### src/rtl/hazard_pkg.sv
// rtl/hazard_pkg.sv - shared encodings and register-index compare for the hazard unit
package hazard_pkg;
    localparam logic [1:0] FWD_RF = 2'b00;
    localparam logic [1:0] FWD_W  = 2'b01;
    localparam logic [1:0] FWD_M  = 2'b10;

    typedef enum logic {RUN = 1'b0, WAIT = 1'b1} state_t;

    // Indices are zero-extended by the caller so one helper serves every width.
    function automatic logic reg_match(input logic [31:0] idx, input logic [31:0] wa,
                                       input logic valid, input logic we, input logic zero_reg);
        return valid && we && (idx == wa) && !(zero_reg && (idx == 32'd0));
    endfunction
endpackage

### src/rtl/hazard_fwd_sel.sv
// rtl/hazard_fwd_sel.sv - per-operand forward select from the M and W stages
module hazard_fwd_sel
    import hazard_pkg::*;
#(
    parameter int RIDX_W   = 4,
    parameter int ZERO_REG = 0
) (
    input  logic [RIDX_W-1:0] i_ra,
    input  logic              i_ra_valid,
    input  logic [RIDX_W-1:0] i_wa_m,
    input  logic              i_we_m,
    input  logic              i_memtoreg_m,
    input  logic [RIDX_W-1:0] i_wa_w,
    input  logic              i_we_w,
    output logic [1:0]        o_fwd
);
    logic w_hit_m;
    logic w_hit_w;

    always_comb begin
        w_hit_m = reg_match(32'(i_ra), 32'(i_wa_m), i_ra_valid, i_we_m, ZERO_REG != 0);
        w_hit_w = reg_match(32'(i_ra), 32'(i_wa_w), i_ra_valid, i_we_w, ZERO_REG != 0);
        o_fwd   = FWD_RF;
        // A load still in M has no data yet; the load-use stall lets it arrive via W.
        if (w_hit_m && !i_memtoreg_m) begin
            o_fwd = FWD_M;
        end else if (w_hit_w) begin
            o_fwd = FWD_W;
        end
    end
endmodule

### src/rtl/hazard_unit_mc.sv
// rtl/hazard_unit_mc.sv - pipeline hazard unit with forwarding, load-use stall and memory-wait FSM
module hazard_unit_mc
    import hazard_pkg::*;
#(
    parameter int RIDX_W   = 4,
    parameter int NSRC     = 3,
    parameter int ZERO_REG = 0,
    parameter int TIMEOUT  = 255,
    parameter int CNT_W    = 32
) (
    input  logic                   clk,
    input  logic                   reset,
    input  logic [NSRC*RIDX_W-1:0] RA_D,
    input  logic [NSRC-1:0]        RAValidD,
    input  logic [NSRC*RIDX_W-1:0] RA_E,
    input  logic [NSRC-1:0]        RAValidE,
    input  logic [RIDX_W-1:0]      WA_E,
    input  logic [RIDX_W-1:0]      WA_M,
    input  logic [RIDX_W-1:0]      WA_W,
    input  logic                   RegWriteE,
    input  logic                   RegWriteM,
    input  logic                   RegWriteW,
    input  logic                   MemtoRegE,
    input  logic                   MemtoRegM,
    input  logic                   MemAccessM,
    input  logic                   MemReadyM,
    input  logic                   BranchTakenD,
    input  logic                   PredictionD,
    input  logic                   PCSrcW,
    input  logic                   PCWrPendingF,
    output logic [2*NSRC-1:0]      ForwardE,
    output logic                   StallF,
    output logic                   StallD,
    output logic                   StallE,
    output logic                   StallM,
    output logic                   FlushD,
    output logic                   FlushE,
    output logic                   FlushW,
    output logic                   MemErr,
    output logic [CNT_W-1:0]       StallCount
);
    localparam int CW = $clog2(TIMEOUT + 1);
    localparam logic [CW-1:0] TO_CNT = CW'(TIMEOUT);

    state_t            r_state;
    logic [CW-1:0]     r_wcnt;
    logic              r_mem_err;
    logic [CNT_W-1:0]  r_stall_cnt;

    logic [2*NSRC-1:0] w_fwd;
    logic [NSRC-1:0]   w_ld_hit;
    logic              w_ld_stall;
    logic              w_mem_stall;
    logic              w_abort;

    for (genvar g = 0; g < NSRC; g++) begin : g_fwd
        hazard_fwd_sel #(
            .RIDX_W  (RIDX_W),
            .ZERO_REG(ZERO_REG)
        ) u_fwd_sel (
            .i_ra        (RA_E[g*RIDX_W +: RIDX_W]),
            .i_ra_valid  (RAValidE[g]),
            .i_wa_m      (WA_M),
            .i_we_m      (RegWriteM),
            .i_memtoreg_m(MemtoRegM),
            .i_wa_w      (WA_W),
            .i_we_w      (RegWriteW),
            .o_fwd       (w_fwd[2*g +: 2])
        );
    end

    always_comb begin
        w_ld_hit = '0;
        for (int i = 0; i < NSRC; i++) begin
            w_ld_hit[i] = reg_match(32'(RA_D[i*RIDX_W +: RIDX_W]), 32'(WA_E),
                                    RAValidD[i], RegWriteE, ZERO_REG != 0);
        end
        w_ld_stall = MemtoRegE && (|w_ld_hit);
        // The entry cycle stalls combinationally; the abort cycle behaves as a ready cycle.
        w_mem_stall = ((r_state == RUN) && MemAccessM && !MemReadyM) ||
                      ((r_state == WAIT) && !MemReadyM && (r_wcnt != TO_CNT));
        w_abort     = (r_state == WAIT) && !MemReadyM && (r_wcnt == TO_CNT);
    end

    always_comb begin
        ForwardE   = reset ? w_fwd : '0;
        StallF     = reset && (w_mem_stall || w_ld_stall || PCWrPendingF);
        StallD     = reset && (w_mem_stall || w_ld_stall);
        StallE     = reset && w_mem_stall;
        StallM     = reset && w_mem_stall;
        FlushW     = reset && w_mem_stall;
        FlushE     = reset && !w_mem_stall && w_ld_stall;
        FlushD     = reset && !w_mem_stall && (PCWrPendingF || PCSrcW || (BranchTakenD ^ PredictionD));
        MemErr     = r_mem_err;
        StallCount = r_stall_cnt;
    end

    always_ff @(posedge clk or negedge reset) begin
        if (!reset) begin
            r_state     <= RUN;
            r_wcnt      <= '0;
            r_mem_err   <= 1'b0;
            r_stall_cnt <= '0;
        end else begin
            if (w_mem_stall) begin
                r_state <= WAIT;
                r_wcnt  <= (r_state == RUN) ? CW'(1) : r_wcnt + 1'b1;
            end else begin
                r_state <= RUN;
                r_wcnt  <= '0;
            end
            if (w_abort) begin
                r_mem_err <= 1'b1;
            end
            if ((StallF || StallD) && (r_stall_cnt != {CNT_W{1'b1}})) begin
                r_stall_cnt <= r_stall_cnt + 1'b1;
            end
        end
    end
endmodule

### config.mk
export PLATFORM = sky130hd
export DESIGN_NAME = hazard_unit_mc
export DESIGN_NICKNAME = d
export VERILOG_FILES = /design/src/rtl/hazard_pkg.sv /design/src/rtl/hazard_fwd_sel.sv /design/src/rtl/hazard_unit_mc.sv
export SDC_FILE = /design/constraint.sdc
export NUM_CORES = 1
export LEC_CHECK = 0
export BUFFER_PORTS_ARGS = -buffer_cell sky130_fd_sc_hd__buf_2
export CORE_AREA = 2 2 73 75
export DETAILED_ROUTE_END_ITERATION = 7
export DIE_AREA = 0 0 75 77
export PLACE_DENSITY_LB_ADDON = 0.12
export SLEW_MARGIN = 20
export SYNTH_ARGS = -nofsm -noshare
export SYNTH_HDL_FRONTEND = slang
export SYNTH_SLANG_ARGS = --single-unit
### constraint.sdc
create_clock -name clk -period 4 [get_ports clk]
set_input_delay 0.2 -clock clk [delete_from_list [all_inputs] [get_ports clk]]
set_output_delay 0.2 -clock clk [all_outputs]
set_load 0.02 [all_outputs]
==> metrics <==
Worst Skew 11.7 ps; fraction of layout cells with a size suffix above 1 approximately a third; CTS buffer count 5; Die Ht approximately 77 microns; min cycle time layout 2400 ps; Yosys cell types 41; vias in the first global route between 2,000 and 2,500; cell area power density 314 mW/mm^2; critical path data arrival time 2580 ps; worst-path fanout max 11; RSZ-0062 raised after global routing no; dpl ws around 1600 ps; CP Launch Type flip-flop; largest net degree at the start of global routing 29; Seq cells post-synth 42; # diodes 0; P&R area growth vs syn 25.3%; post-synthesis sequential area ratio between 40% and 50%; crit path capture type flip-flop; antenna violations before repair 0; # port buffers 100; final wirelength between 6000 and 7000 microns; Fin. Hold Viols 0; synthesized area per cell ~9.7 sq um; boundary pin count between 100 and 150; Worst path slowest cell or4_4; WP buf/inv 0; htree depth 2; HP Class input pin to flip-flop; DRC errors left 0; vias per cell approximately 5.2; Area contributors post-synth dfrtp_1 (41%), xnor2_1 (13%), xor2_1 (10%); adder-cell share of the synthesized area less than 1%; Synth Net Count between 300 and 400; clock buffer depth 2; drt first pass iters 4; Root Driver clkbuf_8; setup bufs post-CTS 0; fmax about 420 MHz; Antenna Nets Post-Route 0; critical path class flip-flop to flip-flop; WL/cell between 10 and 15 microns; status finished clean; max-cap violations 0; CP peak stage delay approximately 530 ps; Setup Viol. Count Final 0; Die Span X 75 microns; most frequent cells in the layout buf_2 (100), dfrtp_1 (42), xnor2_1 (39), xor2_1 (30), nand3_1 (24); Critical Path RT approximately 4200 ps; multiplexer share of the synthesized area 0%; GRT Resource Usage Total a little over a fifth; via count approximately 2,300; Setup TNS 0 ps; CTS tree built; largest family of logic cells by synthesized area simple AND/OR/NAND/NOR gates; nets between 400 and 500; cell chain of the critical path ha_1 > and4_4 > a211oi_4 > o21a_2 > o21ai_2 > or4_4 > xnor2_2; Sinks on Clock Net 42; Yosys top cell by area dfrtp_1; Cells after Synth ~270; Post-Synth XOR/XNOR Area between 20% and 30%; Clk Latency, worst-skew pair 300 ps; Max VDD drop ~200 uV; Final Cycle Share 60.1%; Syn. warnings 0; complex-gate fraction of the synthesized area about 5.2%; GP Congestion ~0.84; 1st-iter DRT viols 80; post-synthesis simple-gate area fraction about 25%; placed insts 428; Yosys top cell area share around two fifths; Core Rows 26; relative slew slack 55.4%; GRT overflow 0; fin worst setup slack approximately 1600 ps; effective utilization at floorplan about half; Clock transition at path regs about 80 ps; final non-filler cell total 437; Core Box Area approximately 0.005 sq mm; Slew @ Worst Pin 664 ps; Leakage 0.00159 uW; CP delay by family, top compound AO/OA/AOI/OAI gates; DIE AREA around 0.0058 sq mm; post-DP HPWL ~4700 microns; Cell Area, Synth 0.00258 sq mm; first-pass GRT wire length about 9800 microns; commonest non-fill, non-tap cell in the layout buf_2; Final Max Slew Viols 0
through the flow:
| step | utilization [%] | cell area [sq um] | hold WS [ps] | total power, uW |
|---|---|---|---|---|
| floorplan | - | 2580 | -95.6 | 638 |
| CTS | 64.8 | 3230 | 125 | 1030 |
| detailed placement | 62.7 | 3120 | 228 | 737 |
| global placement | 62.7 | 3120 | 207 | 733 |
| finish | 64.8 | 3230 | 137 | 1010 |
| global route | 64.8 | 3230 | 127 | 1070 |
sequential cells by signal (all words and copies together) (netlist names):
name	cells
StallCount	32
r_wcnt	8
MemErr	1
r_state	1
cell type report:
| class | instances | area (sq um) |
|---|---|---|
| multi-input combinational | 208 | 1450 |
| clock buffer | 7 | 86.3 |
| clock inverter | 1 | 8.76 |
| fill | 441 | 1750 |
| inverter | 7 | 26.3 |
| tap | 70 | 87.6 |
| timing repair buffer | 102 | 518 |
| sequential | 42 | 1050 |
per-layer routing:
metal  up-vias  track usage (%)  share of wire, %
met5         -                0                 0
met4         0             9.82               2.8
met3        15             4.07               6.5
met2        81             35.4                49
met1      1039             27.4                42
li1       1123                -                 -
worst paths after layout:
| check | startpoint | endpoint | slack, ps | cells past startpoint |
|---|---|---|---|---|
| worst max-delay path | r_wcnt[0] | StallCount[20] | 1600 | 7 |
| worst min-delay path | MemReadyM | r_state | 140 | 2 |
| worst max register to register | r_wcnt[0] | StallCount[20] | 1600 | 7 |
| worst min register to register | MemErr | MemErr | 470 | 1 |
| max in group asynchronous | reset | StallCount[31] | 2810 | 3 |
| min in group asynchronous | reset | StallCount[2] | 420 | 2 |
what timing repair did:
item | CTS | global route
hold buffers | 1 | 0
hold endpoints to repair | 16 | 0
endpoints found under the setup margin | 0 | 0
resized for setup | 0 | 0
cells in the mapped netlist:
cell	count
buf_4	3
o221ai_1	1
o31a_1	1
or4_4	1
or3_1	2
o2111ai_1	1
a211oi_4	1
xnor2_2	2
and4_4	2
dfrtp_1	42
clkbuf_1	3
a21boi_0	1
and3_2	2
buf_6	1
nor3_1	13
nand2_1	18
xnor2_1	39
nand2b_1	1
a31o_2	1
and2_2	1
or2_2	2
nand3_1	24
and3_1	3
buf_2	1
nor2_1	20
o21a_2	1
xor2_1	30
and2_1	3
nand4_1	17
and4_1	4
o21ai_2	2
inv_1	7
nor4b_1	1
o31ai_1	2
or3_4	1
o21ai_0	1
a21boi_4	1
a22oi_1	1
nor4_1	5
ha_1	2
nor2b_1	1
report_power, final:
| group | internal, uW | switching [uW] | leakage [uW] |
|---|---|---|---|
| clock | 143 | 143 | 0.0000489 |
| sequential | 455 | 38.9 | 0.000559 |
| combinational | 96.5 | 136 | 0.000979 |
| total | 694 | 318 | 0.00159 |
kinds of logic after synthesis:
group / Yosys count
AO/OA/AOI/OAI: 14
XOR/XNOR: 71
adder cells (fa/ha/maj): 2
buffers and inverters: 15
flip-flops: 42
AND/OR/NAND/NOR: 121
Note: power is estimated with default switching activity, not from simulation.
